## src/rtl/prog_loader_pkg.sv

```systemverilog
// rtl/prog_loader_pkg.sv - shared types and constants for the program loader
package prog_loader_pkg;

  // Instruction-memory word-address width shared by fetch, prgrom and loader
  localparam int unsigned PL_ADDR_W = 14;
  localparam logic [7:0]  PL_MAGIC  = 8'hA5;

  typedef enum logic [2:0] {
    IDLE,
    CNT_LO,
    CNT_HI,
    DATA,
    CSUM,
    ERROR
  } state_t;

endpackage

```

## src/rtl/prog_loader_timeout.sv

```systemverilog
// rtl/prog_loader_timeout.sv - inter-byte watchdog for the loader frame
module loader_timeout #(
  parameter int unsigned TIMEOUT = 50000000
) (
  input  logic clk,
  input  logic rst,
  input  logic enable,
  input  logic kick,
  output logic expired
);

  localparam int unsigned CW = $clog2(TIMEOUT + 1);
  localparam logic [CW-1:0] LIMIT = CW'(TIMEOUT - 1);

  logic [CW-1:0] count;

  // Counter saturates at LIMIT; the FSM leaves the frame states on expiry
  always_ff @(posedge clk) begin
    if (!rst || !enable || kick) begin
      count <= '0;
    end else if (count != LIMIT) begin
      count <= count + CW'(1);
    end
  end

  assign expired = enable && (count == LIMIT);

endmodule

```

## src/rtl/prog_loader.sv

```systemverilog
// rtl/prog_loader.sv - checks a framed UART program image and writes it into instruction memory
module prog_loader
  import prog_loader_pkg::*;
#(
  parameter int unsigned ADDR_W  = PL_ADDR_W,
  parameter int unsigned TIMEOUT = 50000000,
  parameter logic [7:0]  MAGIC   = PL_MAGIC
) (
  input  logic              clk,
  input  logic              rst,
  input  logic [7:0]        rx_data,
  input  logic              rx_valid,
  input  logic              rx_err,
  output logic              prog_we,
  output logic [ADDR_W-1:0] prog_addr,
  output logic [31:0]       prog_wdata,
  output logic              cpu_hold,
  output logic              busy,
  output logic              done,
  output logic              err
);

  state_t      state, state_nxt;
  logic [7:0]  cnt_lo;
  logic [16:0] word_cnt;
  logic [16:0] words_seen;
  logic [1:0]  byte_idx;
  logic [23:0] word_buf;
  logic [7:0]  csum;
  logic        last_pend;
  logic        in_frame;
  logic        tmo_expired;

  logic        start;
  logic        pack;
  logic        word_end;
  logic        csum_ok;
  logic        go_err;

  logic [16:0] n_full;
  logic [16:0] depth;
  logic [16:0] addr_ext;
  logic [7:0]  csum_nxt;

  assign n_full   = {1'b0, rx_data, cnt_lo};
  assign depth    = 17'd1 << ADDR_W;
  assign addr_ext = 17'(prog_addr);
  assign csum_nxt = csum + rx_data;

  assign in_frame = (state == CNT_LO) || (state == CNT_HI) ||
                    (state == DATA)   || (state == CSUM);
  assign cpu_hold = (state != IDLE);
  assign busy     = (state != IDLE) && (state != ERROR);

  loader_timeout #(
    .TIMEOUT (TIMEOUT)
  ) u_timeout (
    .clk     (clk),
    .rst     (rst),
    .enable  (in_frame),
    .kick    (rx_valid),
    .expired (tmo_expired)
  );

  always_ff @(posedge clk) begin
    if (!rst) begin
      state <= IDLE;
    end else begin
      state <= state_nxt;
    end
  end

  always_comb begin
    state_nxt = state;
    start     = 1'b0;
    pack      = 1'b0;
    word_end  = 1'b0;
    csum_ok   = 1'b0;
    go_err    = 1'b0;
    case (state)
      IDLE, ERROR: begin
        if (rx_valid && (rx_data == MAGIC)) begin
          start     = 1'b1;
          state_nxt = CNT_LO;
        end
      end
      default: begin
        if (rx_err) begin
          go_err = 1'b1;
        end else if (rx_valid) begin
          case (state)
            CNT_LO: state_nxt = CNT_HI;
            CNT_HI: begin
              if (n_full == 17'd0)     state_nxt = CSUM;
              else if (n_full > depth) go_err    = 1'b1;
              else                     state_nxt = DATA;
            end
            DATA: begin
              // While the final write pulse is out, the next byte is the checksum
              if (last_pend) begin
                if (rx_data == csum) csum_ok = 1'b1;
                else                 go_err  = 1'b1;
              end else begin
                pack     = 1'b1;
                word_end = (byte_idx == 2'd3);
              end
            end
            CSUM: begin
              if (rx_data == csum) csum_ok = 1'b1;
              else                 go_err  = 1'b1;
            end
            default: ;
          endcase
        end else if (tmo_expired) begin
          go_err = 1'b1;
        end else if ((state == DATA) && last_pend) begin
          state_nxt = CSUM;
        end
        if (go_err)  state_nxt = ERROR;
        if (csum_ok) state_nxt = IDLE;
      end
    endcase
  end

  always_ff @(posedge clk) begin
    if (!rst) begin
      prog_we    <= 1'b0;
      prog_addr  <= '0;
      prog_wdata <= '0;
      done       <= 1'b0;
      err        <= 1'b0;
      cnt_lo     <= '0;
      word_cnt   <= '0;
      words_seen <= '0;
      byte_idx   <= '0;
      word_buf   <= '0;
      csum       <= '0;
      last_pend  <= 1'b0;
    end else begin
      prog_we <= word_end;
      if (start) begin
        prog_addr  <= '0;
        done       <= 1'b0;
        err        <= 1'b0;
        cnt_lo     <= '0;
        word_cnt   <= '0;
        words_seen <= '0;
        byte_idx   <= '0;
        csum       <= '0;
      end
      if ((state == CNT_LO) && rx_valid) cnt_lo   <= rx_data;
      if ((state == CNT_HI) && rx_valid) word_cnt <= n_full;
      if (pack) begin
        csum     <= csum_nxt;
        byte_idx <= byte_idx + 2'd1;
        case (byte_idx)
          2'd0:    word_buf[7:0]   <= rx_data;
          2'd1:    word_buf[15:8]  <= rx_data;
          2'd2:    word_buf[23:16] <= rx_data;
          default: ;
        endcase
      end
      if (word_end) begin
        prog_wdata <= {rx_data, word_buf};
        words_seen <= words_seen + 17'd1;
        if ((words_seen + 17'd1) == word_cnt) last_pend <= 1'b1;
      end
      // Address advances after the pulse but stops at the last word
      if (prog_we && ((addr_ext + 17'd1) != word_cnt)) prog_addr <= prog_addr + 1'b1;
      if (state_nxt != DATA) last_pend <= 1'b0;
      if (csum_ok) done <= 1'b1;
      if (go_err)  err  <= 1'b1;
    end
  end

endmodule
```

## config.mk

```make
export PLATFORM = sky130hd
export DESIGN_NAME = prog_loader
export DESIGN_NICKNAME = d
export VERILOG_FILES = /design/src/rtl/prog_loader_pkg.sv /design/src/rtl/prog_loader_timeout.sv /design/src/rtl/prog_loader.sv
export SDC_FILE = /design/constraint.sdc
export NUM_CORES = 1
export LEC_CHECK = 0
export ABC_AREA = 1
export CAP_MARGIN = 10
export CORE_MARGIN = 2
export CORE_UTILIZATION = 59
export DETAILED_ROUTE_END_ITERATION = 16
export HOLD_SLACK_MARGIN = 0.06
export PLACE_DENSITY = 0.81
export SLEW_MARGIN = 5
export SYNTH_ARGS = -nofsm -noshare
export SYNTH_HDL_FRONTEND = slang
export SYNTH_HIERARCHICAL = 1
export SYNTH_SLANG_ARGS = --single-unit
```

## constraint.sdc

```tcl
create_clock -name clk -period 2.55 [get_ports clk]
set_input_delay 0.3825 -clock clk [delete_from_list [all_inputs] [get_ports clk]]
set_output_delay 0.3825 -clock clk [all_outputs]
set_load 0.05 [all_outputs]
```

==> flow_metrics.tcl, run 1 <==
set metrics [dict create \
    first_pass_iters 5 \
    drtAntennaViolNets 0 \
    worst_slew_pin_slew_ns 0.684 \
    dr.first_iter.drc_count 721 \
    hold_viol_final 0 \
    grt_busiest_layer "met2" \
    via_count 8217 \
    slew_headroom 0.544 \
    synth_fp_nets 1244 \
    maxCapViolations 0 \
    grt_util_all_layers 0.305 \
    worstPathArrival_ns 2.69 \
    dp_slack_ns -0.112 \
    cts-root-buf "sky130_fd_sc_hd__clkbuf_16" \
    met1_capacity_usage_during_global_routing 0.400 \
    number_of_global_route_vias_before_repair 7741 \
    floorplan.initialDensity 0.604 \
    setup_ws_ns 0.231 \
    post-cts-setup-buffer-count 0 \
    worst-endpoint-required_ns 2.92 \
    post_dp_cell_area_sq_um 9060 \
    initial_antenna_violation_count 0 \
    max_freq_ghz 0.431 \
    postLayoutCellArea_sq_um 9710 \
    core_area_sq_um 13300 \
    yosys_warnings 6 \
    synthesis.area_per_instance_sq_um 6.60 \
    placed_cells 1460 \
    clk_pin_slew_worst_paths_ns 0.07 \
    drive_above_1_share 0.0866 \
    max-vdd-ir-drop_uv 430 \
    fin_crit_sh 0.909 \
    clock_sinks 154 \
    crit_path_start_kind "input pin" \
    syn_inst 1217 \
    io_pins 63 \
    final_common_cell "sky130_fd_sc_hd__nand2_1" \
    insertedDiodeCount 0 \
    route.detailed.drc 0 \
    finalSetupTns_ns 0 \
    wire_length_of_the_first_global_routing_pass_um 36300 \
    worst_clock_skew_ns 0.00891 \
    cts-hold-fix-buffers 0 \
    maxSlewViolCount 0 \
    finalWirelength_um 21500 \
    die_width_um 121 \
    portBuffers 62 \
    report.power.total_uw 5200 \
    status "completed" \
    synth_cell_type_count 38 \
    placement_rows 42 \
    grt.met3_usage 0.0594 \
    crit_path_end_kind "flip-flop" \
    layout.cells.most_common_list "sky130_fd_sc_hd__nand2_1 (339), sky130_fd_sc_hd__dfxtp_1 (153), sky130_fd_sc_hd__a21oi_1 (140)" \
    rsz0062_at_grt "false" \
    crit_top_cell "sky130_fd_sc_hd__nand2_1" \
    die_h_um 121 \
    ys_seq_elements 154 \
    maximum_number_of_pins_on_one_net_before_global_route_repair 68 \
    critical_path.cell_chain "clkdlybuf4s50_1 -> ha_1 -> nor4_1 -> nand3_1 -> nand2_1 -> nand2_1 -> a21boi_0 -> nand3b_1 -> nor2_1 -> nand2_1 -> nor2_1" \
    cp_max_fo 3 \
    hpwl_um 15100 \
    vias_per_cell 5.51 \
    cpMaxStageDelayCell "sky130_fd_sc_hd__clkdlybuf4s50_1" \
    insertion_delay_of_the_later_clocked_pin_in_the_worst_skew_pair_ns 0.43 \
    tritoncts "built" \
    timing.setup.critical_path_class "in2reg" \
    hold_path.class "reg2reg" \
    count_of_nets_after_finishing 1330 \
    syn-cell-area_sq_um 8040 \
    cts_buffer_count 17 \
    seq_area_frac_synth 0.384 \
    use_met2 0.491 \
    gpl.final_weighted_congestion 0.939 \
    die_area_sq_um 14600 \
    layout-area-overhead-vs-synth_pct 20.8 \
    avgRoutedWirePerCell_um 14.4 \
    cellLeakagePower_uw 0.00360 \
    cts_buffer_depth 2 \
    delay_contributed_by_the_slowest_stage_of_the_critical_path_ns 0.48 \
    min_period_ns 2.32 \
    fin_cells 1492 \
    clock_tree.htree_level_count 4 \
    setup_viol 0 \
    power_per_cell_area_nw_per_um2 536 \
    overflow_left_after_global_routing 0 \
]
power breakdown:
group / internal (uW) / switching [uW] / leakage (uW) / total (uW)
clock: 1510 / 1120 / 0.000302 / 2630
sequential: 2410 / 1.53 / 0.00124 / 2410
combinational: 59.1 / 103 / 0.00205 / 162
registers in the layout, summed over array words and instances, names as in the netlist:
name             flops
word_cnt            16
done                 1
u_timeout/count     26
state                3
byte_idx             2
word_buf            24
prog_we              1
words_seen          17
cnt_lo               8
prog_wdata          32
csum                 8
err                  1
last_pend            1
prog_addr           14
layout make-up:
type                       count  area [sq um]
sequential                   154          3080
clock buffer                  18           439
tap                          176           220
fill                        1096          3590
clock inverter                14           178
timing repair buffer         105           958
multi-input combinational    893          4330
inverter                     132           497
through the flow:
| step | hold slack [ns] | util |
|---|---|---|
| floorplan | 0.441 | - |
| global placement | 0.439 | 0.682 |
| detailed placement | 0.443 | 0.682 |
| CTS | 0.454 | 0.728 |
| global route | 0.480 | 0.730 |
| finish | 0.450 | 0.730 |
kinds of logic (layout without fill, tap and decap cells):
| family | Yosys count | count (layout) | share of synthesized area |
|---|---|---|---|
| AO/OA/AOI/OAI | 190 | 190 | 0.123 |
| XOR/XNOR | 21 | 21 | 0.0229 |
| adder cells (fa/ha/maj) | 15 | 15 | 0.0243 |
| buffers and inverters | 170 | 269 | 0.0808 |
| flip-flops | 154 | 154 | 0.384 |
| AND/OR/NAND/NOR | 667 | 667 | 0.366 |
synth_stat cells, drive strengths merged:
cell | count | area share
a31oi | 4 | 0.0031
xnor2 | 5 | 0.0054
nor3b | 2 | 0.0019
ha | 14 | 0.022
a21oi | 140 | 0.087
clkbuf | 30 | 0.014
o21ai | 29 | 0.018
dfxtp | 154 | 0.38
a211oi | 1 | 0.00093
nand2 | 347 | 0.17
or2 | 6 | 0.0047
nor2 | 128 | 0.070
nor3 | 10 | 0.0069
fa | 1 | 0.0025
buf | 8 | 0.0051
clkinv | 2 | 0.00093
nand3 | 140 | 0.089
xor2 | 16 | 0.017
o211ai | 1 | 0.00093
a21boi | 1 | 0.00093
nor4 | 2 | 0.0016
o21bai | 3 | 0.0028
o22ai | 11 | 0.0086
and2 | 2 | 0.0016
nand3b | 13 | 0.012
nand4 | 17 | 0.013
inv | 130 | 0.061
worst paths after layout:
check	start	to	slack [ns]	depth (start not counted)
min	done	done	0.45	2
max	rx_data[1]	last_pend	0.23	11
max reg2reg	prog_addr[1]	prog_addr[9]	0.26	15
min reg2reg	done	done	0.45	2
worst max-delay path, delay by kind of cell:
| kind | cells | cell delay [ns] |
|---|---|---|
| AND/OR/NAND/NOR | 8 | 1.14 |
| buffers and inverters | 1 | 0.48 |
| AO/OA/AOI/OAI | 1 | 0.33 |
| adder cells (fa/ha/maj) | 1 | 0.34 |
what timing repair did:
item,4_1_cts,5_1_grt
resized for setup,0,7
endpoints found under the hold margin,0,0
endpoints found under the setup margin,0,16
layer usage:
layer / wire (um) / up-vias
met5: 0 / -
met4: 595 / 0
met3: 1430 / 56
met2: 10100 / 279
met1: 9380 / 3749
li1: - / 4133
(Power assumes the default switching activity.)
==> run 2, diff against run 1 <==
--- a/config.mk
+++ b/config.mk
@@ -10,6 +10,7 @@
 export CORE_MARGIN = 2
 export CORE_UTILIZATION = 59
 export DETAILED_ROUTE_END_ITERATION = 16
+export GPL_ROUTABILITY_DRIVEN = 0
 export HOLD_SLACK_MARGIN = 0.06
 export PLACE_DENSITY = 0.81
 export SLEW_MARGIN = 5
==> run 2 against run 1 <==
  * Sequential share of layout area up 0.14 points
  * Die area unchanged
  * Maximum frequency down 0.13%
  * Clock-buffer cell count unchanged
  * Non-clock buffer count down 7
  * Largest cell class unchanged
  * Clock power about the same
  * Power about the same
  * Clock skew up 0.0032 ns
  * Critical path depth up 4
  * Via count up 0.29%
  * Register-to-register slack worse by 0.03 ns
  * Sequential power about the same
==> flow_metrics.tcl, run 2 (synthesis results as in run 1) <==
set metrics [dict create \
    cts_buffer_depth 2 \
    hold_slack_ns 0.455 \
    worst_clock_skew_ns 0.0121 \
    hold_path.class "reg2reg" \
    maxSlewViolCount 0 \
    count_of_nets_after_finishing 1323 \
    worstPathArrival_ns 2.69 \
    cp-startpoint "u_timeout/count[1]" \
    finalWirelength_um 21300 \
    dr.first_iter.drc_count 712 \
    die_area_sq_um 14600 \
    layout-area-overhead-vs-synth_pct 20.2 \
    clock_tree.htree_level_count 4 \
    overflow_left_after_global_routing 0 \
    power_per_cell_area_nw_per_um2 539 \
    die_width_um 121 \
    crit_path_end_kind "flip-flop" \
    post-cts-setup-buffer-count 0 \
    crit_path_start_kind "flip-flop" \
    fin_crit_sh 0.911 \
    min_period_ns 2.32 \
    rsz0062_at_grt "true" \
    first_pass_iters 5 \
    clk_pin_slew_worst_paths_ns 0.07 \
    cellLeakagePower_uw 0.00356 \
    maxCapViolations 0 \
    net-switching-power_uw 1230 \
    initial_antenna_violation_count 0 \
    pwr-share-seq 0.463 \
    reg.largest.list "prog_wdata (32), u_timeout/count (26), word_buf (24)" \
    maximum_number_of_pins_on_one_net_before_global_route_repair 110 \
    floorplan.initialDensity 0.604 \
    io_pins 63 \
    max-vdd-ir-drop_uv 547 \
    clock_sinks 154 \
    cts-root-buf "sky130_fd_sc_hd__clkbuf_16" \
    detail_route.wirelength.met1_um 9190 \
    portBuffers 62 \
    die_h_um 121 \
    cts_buffer_count 17 \
    rr_startpoint "u_timeout/count[1]" \
    pwr-share-clk 0.507 \
    timing.setup.critical_path_class "reg2reg" \
    combinationalPowerShare 0.030 \
    hpwl_um 14700 \
    drive_above_1_share 0.0810 \
    finalSetupTns_ns 0 \
    wl_met2_um 10300 \
    cp_max_fo 4 \
    drtAntennaViolNets 0 \
    registers.top_by_ff_count "prog_wdata" \
    worst_hold_startpoint "done" \
    top_layer "met4" \
    grt_util_all_layers 0.300 \
    placement_rows 42 \
    slew_headroom 0.572 \
    critical_path.cell_chain "ha_1 -> nand3_1 -> nor2_2 -> nand2_1 -> nor3b_2 -> nor2_1 -> inv_1 -> o21ai_0 -> a21oi_1 -> nand3_1 -> nand2_1 -> nand2_1 -> nor2_1 -> nand2_1 -> nor2_1" \
    avgRoutedWirePerCell_um 14.3 \
    report.power.total_uw 5200 \
    largest_register_ffs 32 \
    vias_per_cell 5.55 \
    max_freq_ghz 0.431 \
    switching_share_of_power 0.236 \
    placed_cells 1453 \
    fin_cells 1485 \
    insertedDiodeCount 0 \
    p_int_uw 3980 \
    worst-endpoint-required_ns 2.92 \
    core_area_sq_um 13300 \
    insertion_delay_of_the_later_clocked_pin_in_the_worst_skew_pair_ns 0.43 \
    delay_contributed_by_the_slowest_stage_of_the_critical_path_ns 0.40 \
    via_count 8241 \
    worst_slew_pin_slew_ns 0.641 \
    met3RoutedLength_um 1370 \
    final_common_cell "sky130_fd_sc_hd__nand2_1" \
    setup_viol 0 \
    tritoncts "built" \
    dp_slack_ns -0.144 \
    hold_viol_final 0 \
    route.detailed.drc 0 \
    status "completed" \
    cpMaxStageDelayCell "sky130_fd_sc_hd__dfxtp_1" \
    number_of_global_route_vias_before_repair 7493 \
    crit_top_cell "sky130_fd_sc_hd__nand2_1" \
    layout.cells.most_common_list "sky130_fd_sc_hd__nand2_1 (339), sky130_fd_sc_hd__dfxtp_1 (154), sky130_fd_sc_hd__a21oi_1 (140)" \
    setup_ws_ns 0.228 \
    wire_length_of_the_first_global_routing_pass_um 35500 \
]
## run 2: final timing paths
check / endpoint / slack, ns / cells after the start
max: last_pend / 0.23 / 15
min: done / 0.45 / 2
max reg2reg: last_pend / 0.23 / 15
min reg2reg: done / 0.45 / 2
## run 2: what timing repair did
| item | 4_1_cts | 5_1_grt |
|---|---|---|
| setup endpoints to repair | 0 | 16 |
| gates resized for setup | 0 | 5 |
| hold buffers | 0 | 0 |
## run 2: power groups by stage
stage	clock (uW)	sequential, uW	combinational [uW]
3_5_place_dp	0	2460	155
5_1_grt	2760	2410	169
3_3_place_gp	0	2460	154
4_1_cts	2650	2410	156
2_1_floorplan	0	2460	67.3
6_report	2640	2410	158
## run 2: worst max-delay path, delay by kind of cell (launching register included)
family | cells | cell delay [ns]
compound gates | 2 | 0.23
fa+ha+maj | 1 | 0.24
buf+inv | 1 | 0.08
flops | 1 | 0.40
simple gates | 11 | 1.32
## run 2: area by class of cell
type	instances	area [sq um]
inverter	132	497
clock inverter	14	173
timing repair buffer	98	918
multi-input combinational	893	4330
fill	1110	3640
tap	176	220
clock buffer	18	439
sequential	154	3080
## run 2: per-layer routing
metal	vias up	track usage
li1	4110	-
met2	261	0.505
met4	0	0.0930
met5	-	0
met3	42	0.0552
met1	3828	0.390
## run 2: metrics by stage
stage          instance area, sq um  utilization
2_1_floorplan                  8040            -
3_3_place_gp                   9020        0.679
3_5_place_dp                   9020        0.679
4_1_cts                        9640        0.725
5_1_grt                        9660        0.727
6_report                       9660        0.727
==> run 3, diff against run 2 <==
==> constraint.sdc (replaced) <==
create_clock -name clk -period 2.4 [get_ports clk]
set_input_delay 0.36 -clock clk [delete_from_list [all_inputs] [get_ports clk]]
set_output_delay 0.36 -clock clk [all_outputs]
set_load 0.05 [all_outputs]
==> run 3 against run 2 <==
  * Worst hold slack improved by 0.0069 ns
  * Via count increased by 1.3%
  * Die area did not move
  * Sequential cell count is the same
  * Global-route usage increased by 0.35 points
  * Wire length grew 2.4%
  * Clock skew is 0.0031 ns lower
  * Cell count increased by 1.1%
  * Worst setup slack got worse by 0.13 ns
  * Clock-buffer cell count unchanged
  * Power rose by 4.8%
  * Core utilization is 0.72 points higher
  * Critical path type is now reg2out
  * Largest cell class unchanged
  * Largest power group unchanged
  * Highest routed layer unchanged
==> flow_metrics.tcl, run 3 (synthesis results as in run 1) <==
set metrics [dict create \
    dp_slack_ns -0.209 \
    initial_antenna_violation_count 0 \
    rsz0062_at_grt "false" \
    hpwl_um 15200 \
    floorplan.initialDensity 0.604 \
    critical_path.cell_chain "nor2_1 -> nand2_1 -> clkdlybuf4s50_1" \
    layout.cells.most_common_list "sky130_fd_sc_hd__nand2_1 (339), sky130_fd_sc_hd__dfxtp_1 (154), sky130_fd_sc_hd__a21oi_1 (140)" \
    cts-root-buf "sky130_fd_sc_hd__clkbuf_16" \
    reg.largest.list "prog_wdata (32), u_timeout/count (26), word_buf (24)" \
    crit_path_end_kind "primary output" \
    drtAntennaViolNets 0 \
    die_width_um 121 \
    max-vdd-ir-drop_uv 675 \
    clock_sinks 154 \
    wl_met2_um 10200 \
    die_h_um 121 \
    final_common_cell "sky130_fd_sc_hd__nand2_1" \
    portBuffers 62 \
    largest_register_ffs 32 \
    clock_tree.htree_level_count 4 \
    cts_buffer_count 17 \
    registers.top_by_ff_count "prog_wdata" \
    io_pins 63 \
    max_freq_ghz 0.434 \
    critical_path.top_delay_family "buffers and inverters" \
    wire_length_of_the_first_global_routing_pass_um 35700 \
    min_period_ns 2.30 \
    insertion_delay_of_the_later_clocked_pin_in_the_worst_skew_pair_ns 0.43 \
    maxCapViolations 0 \
    insertedDiodeCount 0 \
    number_of_global_route_vias_before_repair 7686 \
    worst-endpoint-required_ns 2.04 \
    avgRoutedWirePerCell_um 14.5 \
    delay_contributed_by_the_slowest_stage_of_the_critical_path_ns 0.80 \
    detail_route.wirelength.met1_um 9570 \
    fillerInstances 1093 \
    met3RoutedLength_um 1320 \
    layout-area-overhead-vs-synth_pct 21.4 \
    vias_per_cell 5.56 \
    worst_clock_skew_ns 0.00899 \
    cpMaxStageDelayCell "sky130_fd_sc_hd__clkdlybuf4s50_1" \
    worst_slew_pin_slew_ns 0.565 \
    cts_buffer_depth 2 \
    cellLeakagePower_uw 0.00362 \
    slew_headroom 0.622 \
    clk_pin_slew_worst_paths_ns 0.07 \
    via_count 8348 \
    cp_max_fo 7 \
    maxSlewViolCount 0 \
    die_area_sq_um 14600 \
    core_area_sq_um 13300 \
    finalWirelength_um 21800 \
    overflow_left_after_global_routing 0 \
    placed_cells 1470 \
    fin_cells 1502 \
    fin_crit_sh 0.960 \
    hold_path.class "reg2reg" \
    post-cts-setup-buffer-count 0 \
    placement_rows 42 \
    setup_viol 0 \
    hold_viol_final 0 \
    critPathBufInv 1 \
    first_pass_iters 5 \
    timing.setup.critical_path_class "reg2out" \
    maximum_number_of_pins_on_one_net_before_global_route_repair 105 \
    dr.first_iter.drc_count 864 \
    drive_above_1_share 0.0943 \
    grt_util_all_layers 0.303 \
    top_layer "met4" \
    count_of_nets_after_finishing 1340 \
    worstPathArrival_ns 1.94 \
    tritoncts "built" \
    setup_ws_ns 0.0958 \
    status "completed" \
    cts-hold-fix-buffers 0 \
    power_per_cell_area_nw_per_um2 559 \
    route.detailed.drc 0 \
    crit_path_start_kind "flip-flop" \
]
==> run 3: changes by cell type in the layout (fill, tap and decap cells not counted), sizes merged <==
cell,delta
buf,+17
bufinv,-1
clkinvlp,-1
dlygate4sd2,+1
dlymetal6s2s,-1
inv,+2
==> run 3: final cells by class <==
cell class / count / area (sq um) / share of cell area
Sequential cell: 154 / 3080 / 0.316
Tap cell: 176 / 220 / 0.0226
Inverter: 132 / 497 / 0.0509
Clock inverter: 14 / 149 / 0.0153
Clock buffer: 18 / 439 / 0.0450
Timing Repair Buffer: 115 / 1040 / 0.107
Multi-Input combinational cell: 893 / 4330 / 0.443
==> run 3: worst register-to-register path, stage by stage (launching register included) <==
cell                      delay (ns)
sky130_fd_sc_hd__dfxtp_1        0.34
sky130_fd_sc_hd__buf_4          0.14
sky130_fd_sc_hd__nand3_1        0.17
sky130_fd_sc_hd__nor2_2         0.28
sky130_fd_sc_hd__nand3_1        0.14
sky130_fd_sc_hd__nand3_1        0.11
sky130_fd_sc_hd__nand2_1        0.05
sky130_fd_sc_hd__nor2_1         0.07
sky130_fd_sc_hd__nand2_1        0.07
sky130_fd_sc_hd__nor2_1         0.15
sky130_fd_sc_hd__nand2_2        0.16
sky130_fd_sc_hd__nand2_4        0.19
sky130_fd_sc_hd__nand3_1        0.10
sky130_fd_sc_hd__a21oi_1        0.12
==> run 3: power by group <==
group | internal (uW) | total, uW | switching, uW
combinational | 69.6 | 180 | 110
clock | 1510 | 2720 | 1210
sequential | 2560 | 2560 | 1.77
==> run 3: worst paths after layout <==
check                from  cells past startpoint  slack (ns)            to
max              state[0]                      3         0.1      cpu_hold
min          word_buf[12]                      2        0.46  word_buf[12]
max reg2reg  prog_addr[0]                     13        0.23  prog_addr[9]
min reg2reg  word_buf[12]                      2        0.46  word_buf[12]
==> run 3: what timing repair did <==
item | 4_1_cts | 5_1_grt
gates resized for setup | 1 | 5
setup endpoints to repair | 1 | 20
cloned | 0 | 0
==> run 3: per-stage QoR <==
step	TNS (ns)	utilization	instance area, sq um	hold WS (ns)	power (uW)
2_1_floorplan	0	-	8040	0.441	2690
3_3_place_gp	-0.309	0.688	9150	0.438	2790
3_5_place_dp	-0.802	0.688	9150	0.453	2790
4_1_cts	0	0.732	9740	0.464	5460
5_1_grt	0	0.734	9760	0.474	5600
6_report	0	0.734	9760	0.462	5450
==> run 3: per-layer routing <==
layer | GRT usage | vias up
met5 | 0 | -
met2 | 0.501 | 296
met4 | 0.130 | 0
met1 | 0.387 | 3847
li1 | - | 4147
met3 | 0.0575 | 58
==> RTL edit 1: new RTL, settings of run 1 <==
The package constant `PL_ADDR_W` goes from 14 to 12.
--- a/src/rtl/prog_loader_pkg.sv
+++ b/src/rtl/prog_loader_pkg.sv
@@ -2,7 +2,7 @@
 package prog_loader_pkg;
 
   // Instruction-memory word-address width shared by fetch, prgrom and loader
-  localparam int unsigned PL_ADDR_W = 14;
+  localparam int unsigned PL_ADDR_W = 12;
   localparam logic [7:0]  PL_MAGIC  = 8'hA5;
 
   typedef enum logic [2:0] {
Ports: changed (resized prog_addr); port bits go from 63 to 61. No check against the original RTL was run, so the function may have changed too.
==> RTL edit 1 against run 1 <==
Worst setup slack got worse by 0.073 ns. Via count decreased by 4.2%. Synthesized area decreased by 1.0%. Cell area decreased by 2.0%. Clock skew decreased by 0.0020 ns. Sequential cell count decreased by 2. Final cell count decreased by 3.6%. Fmax decreased by 3.1%. Power increased by 0.30%. Synthesized cell count decreased by 3.3%. Wire length decreased by 5.5%. Register-to-register slack got worse by 0.10 ns. Critical path type is now reg2reg. Critical endpoint is now prog_addr[6]$_SDFFE_PN0P_. Largest power group unchanged.
==> RTL edit 1: results <==
[synth]
avgSynthCellArea_um2 = 6.756
ys_top_cells_by_count = "nand2_1 (273), dfxtp_1 (152), nor2_1 (151), nand3_1 (131), inv_1 (117)"
synth_xor_area_frac = 0.02596
post_synth_main_area_contributors = "dfxtp_1 (38%), nand2_1 (13%), nand3_1 (8.2%)"
synthAdderAreaFrac = 0.02455
yosysSeqAreaShare = 0.3827
synth_nets = 1204
synth_cell_type_count = 44

[cells_and_area]
multi_input_comb_cells = 861
buffers = 92
fin_nets = 1276
clock_area_frac = 0.06592
fillers = 1129
seq-cell-share = 0.3200
final_cell_area_um2 = 9509
buffer_area_frac = 0.09132
inv_count = 125

[placement]
dpl_cell_area_um2 = 8866
post-place-ws_ns = 0.01679
post-dp-hpwl_mm = 14.22
io_buffers = 60
globalplace.congestion = 0.9569

[setup_path]
cp_slowest_stage_delay_ns = 0.41
slowest_stage = "dfxtp_1"
r2r_setup_slack_ns = 0.16
start_kind = "register"

[hold_path]
hold_end = "word_buf[9]$_SDFFE_PN0P_"
hold_start = "word_buf[9]$_SDFFE_PN0P_"

[sta]
period_minus_slack_ns = 2.392
hold-worst-slack_ns = 0.4642
clock_skew_ns = 0.006915

[grt]
grt_max_degree = 83
grt_pass1_wl_mm = 33.98
grt_pass1_vias = 7292
grt.total_usage = 0.2912

[power]
leakage_nw = 3.723
max-vdd-ir-drop_v = 0.0005225

[clocking]
cts.sinks = 152

[detailed_routing]
via_per_inst = 5.473
vias = 7870
routed_wl_mm = 20.37

[status]
status = "finished clean"
## RTL edit 1: cell count changes in the layout (fill, tap and decap cells not counted), moves of 5 or more
cell	delta
nand2_1	-66
nor2_1	+41
a21oi_1	-31
o21ai_0	+22
buf_4	-12
inv_1	-12
nand3_1	-8
nand3b_1	-6
inv_2	+5
nand3_2	+5
nand4_1	+5
## RTL edit 1: power by group
group	internal, mW	switching [mW]	total [mW]
Clock	1.60	1.10	2.70
Sequential	2.37	0.000795	2.38
Combinational	0.0542	0.0915	0.146
Total	4.03	1.19	5.22
## RTL edit 1: worst max-delay path: cells and delay by family, from the launching register on
kind / cells / cell delay [ns]
buffers and inverters: 2 / 0.24
adders and majority gates: 1 / 0.22
DFF: 1 / 0.41
AOI/OAI and AO/OA: 1 / 0.16
and+or+nand+nor: 9 / 1.30
## RTL edit 1: per-layer routing
metal  part of all wire  global-route usage
met5                  0                   0
met4              0.022              0.1140
met3              0.061             0.06369
met2               0.46              0.4695
met1               0.45              0.3802
==> RTL edit 2: new RTL, flow settings as in run 1 <==
Without the edit above. Encoding of `state_t`: now Gray code (3 bits for 6 states).
--- a/src/rtl/prog_loader_pkg.sv
+++ b/src/rtl/prog_loader_pkg.sv
@@ -6,12 +6,12 @@
   localparam logic [7:0]  PL_MAGIC  = 8'hA5;
 
   typedef enum logic [2:0] {
-    IDLE,
-    CNT_LO,
-    CNT_HI,
-    DATA,
-    CSUM,
-    ERROR
+    IDLE   = 3'b000,
+    CNT_LO = 3'b001,
+    CNT_HI = 3'b011,
+    DATA   = 3'b010,
+    CSUM   = 3'b110,
+    ERROR  = 3'b111
   } state_t;
 
 endpackage
Behaviour: no difference found for any inputs over 4 cycles, from zero or initial values and one cycle with rst low; so few cycles prove little.
==> RTL edit 2 against run 1 <==
Highest routed layer unchanged. Via count is 3.1% lower. First-iteration DRC count is 0.55% higher. Hold slack better by 0.016 ns. Wire length is 5.1% lower. Worst setup slack worse by 0.080 ns. Cell area is 2.1% lower. Critical path depth is 8 lower. Sequential cell count stayed put. Count of clock-buffer cells in the layout is 1 lower. Die area is 1.5% lower. Synthesized cell count is 4.0% lower. Synthesized area is 1.5% lower.
Power is not compared: it rests on default switching activity, and its combinational part moved more than twofold at a synthesized area within 25%.
==> RTL edit 2: results <==
[setup_path]
worst-path-max-fanout = 6
reg2reg_to = "prog_addr[2]$_SDFFE_PN0P_"
slowest_stage = "clkdlybuf4s50_1"
r2r-start = "prog_addr[1]$_SDFFE_PN0P_"
reg2reg_depth = 13
cp_slowest_stage_delay_ns = 0.84
r2r_setup_slack_ns = 0.21
crit_arrival_ns = 2.02

[grt]
grt_max_degree = 62
grt.total_usage = 0.2938
grt_pass1_vias = 7248
antenna_found_initial = 0
grt_pass1_wl_mm = 34.36

[synth]
synth_cell_type_count = 39
syn_inst = 1168
post_synth_main_area_contributors = "dfxtp_1 (39%), nand2_1 (12%), nor2_1 (7.7%)"
async_flop_share = 0
yosysSeqAreaShare = 0.3896
ys_top_cells_by_count = "nand2_1 (254), nor2_1 (162), dfxtp_1 (154), inv_1 (116), nand3_1 (115)"
synth_nets = 1195

[placement]
globalplace.congestion = 0.9535
post-dp-hpwl_mm = 14.48
io_buffers = 62
place_inst = 1408
dpl_cell_area_um2 = 8874
post-place-ws_ns = -0.05710

[floorplanning]
rows = 42

[power]
max-vdd-ir-drop_v = 0.0004808
leakage_nw = 3.609
switching_share = 0.3041

[sta]
post-route-period-util = 0.9406
clock_skew_ns = 0.01124
max-slew-margin-rel = 0.2185

[status]
status = "finished clean"

[hold_path]
holdCritPathClass = "reg2reg"
hold_depth = 2
hold_start = "cnt_lo[7]$_SDFFE_PN0P_"
hold_end = "word_cnt[7]$_SDFFE_PN0P_"

[cells_and_area]
fin_nets = 1278
antennaDiodeCount = 0
reg_top3 = "prog_wdata (32), u_timeout/count (26), word_buf (24)"
drive_above_1_share = 0.08703

[detailed_routing]
via_per_inst = 5.531
routed_wl_mm = 20.46
drt_iter0_drc = 725
drt_pre_antenna_iters = 6
vias = 7965

[clocking]
h-tree-depth = 4
cts.path.max_buffers = 2
tritoncts.num_buffers = 17
clkTransAtPathRegs_ns = 0.07
-- RTL edit 2: cell count changes after synthesis, sizes merged, moves of 5 or more --
cell / run 1 / this run
a21oi: 140 / 113
buf: 8 / 14
clkbuf: 30 / 20
inv: 130 / 120
nand2: 347 / 260
nand3: 140 / 117
nand3b: 13 / 8
nor2: 128 / 182
o21ai: 29 / 76
xnor2: 5 / 11
-- RTL edit 2: per-layer routing --
metal	global-route usage	vias to the layer above	wire, um	share of wire
met5	0	-	0	0
met4	0.1000	0	460	0.022
met3	0.04848	46	1276	0.062
met2	0.4896	298	9662	0.47
li1	-	3988	-	-
met1	0.3875	3633	9056	0.44
-- RTL edit 2: cells by family after synthesis --
kind of cell | count (synthesis) | synth area share
DFF | 154 | 0.3896
and+or+nand+nor | 610 | 0.3458
adders and majority gates | 15 | 0.02466
buffers and inverters | 155 | 0.07589
xor gates and xnor gates | 26 | 0.02877
AOI/OAI and AO/OA | 208 | 0.1353
-- RTL edit 2: critical path, delay by kind of cell, from the launching register on --
kind	cells	cell delay, ns
AND/OR/NAND/NOR	1	0.23
buffers and inverters	1	0.84
AO/OA/AOI/OAI	1	0.16
flip-flops	1	0.36
-- RTL edit 2: how the worst max path moves through the flow --
| stage | from | endpoint | cells after the start |
|---|---|---|---|
| after floorplan | prog_addr[0]$_SDFFE_PN0P_ | prog_addr[5]$_SDFFE_PN0P_ | 14 |
| after global placement | rx_data[5] | last_pend$_SDFFE_PP0P_ | 13 |
| after detailed placement | rx_valid | words_seen[6]$_SDFFE_PN0P_ | 9 |
| after CTS | state[1]$_SDFF_PN0_ | busy | 3 |
| after global routing | prog_addr[1]$_SDFFE_PN0P_ | prog_addr[2]$_SDFFE_PN0P_ | 13 |
| final | state[1]$_SDFF_PN0_ | busy | 3 |
-- RTL edit 2: power by group through the flow --
stage,sequential [mW],combinational [mW],clock [mW]
2_1_floorplan,2.57,0.459,0
3_3_place_gp,2.55,0.731,0
3_5_place_dp,2.55,0.728,0
4_1_cts,2.50,0.734,2.59
5_1_grt,2.50,0.800,2.70
6_report,2.50,0.737,2.57
-- RTL edit 2: layout make-up --
class / instances / area, um2
multi-input cells: 859 / 4239
well taps: 176 / 220.2
inverters: 121 / 454.2
fillers: 1095 / 3692
repair buffers: 98 / 885.9
flip-flops and latches: 154 / 3083
clock buffers: 17 / 425.4
clock inverters: 15 / 190.2
-- RTL edit 2: metrics by stage --
stage / hold WS, ns / util
floorplan: 0.4446 / -
global placement: 0.4488 / 0.6727
detailed placement: 0.4567 / 0.6727
CTS: 0.4687 / 0.7194
global route: 0.4905 / 0.7201
finish: 0.4660 / 0.7201
-- RTL edit 2: timing repair --
item | in CTS | in global routing
setup buffers | 0 | 0
resized for setup | 0 | 1
endpoints found under the setup margin | 0 | 2
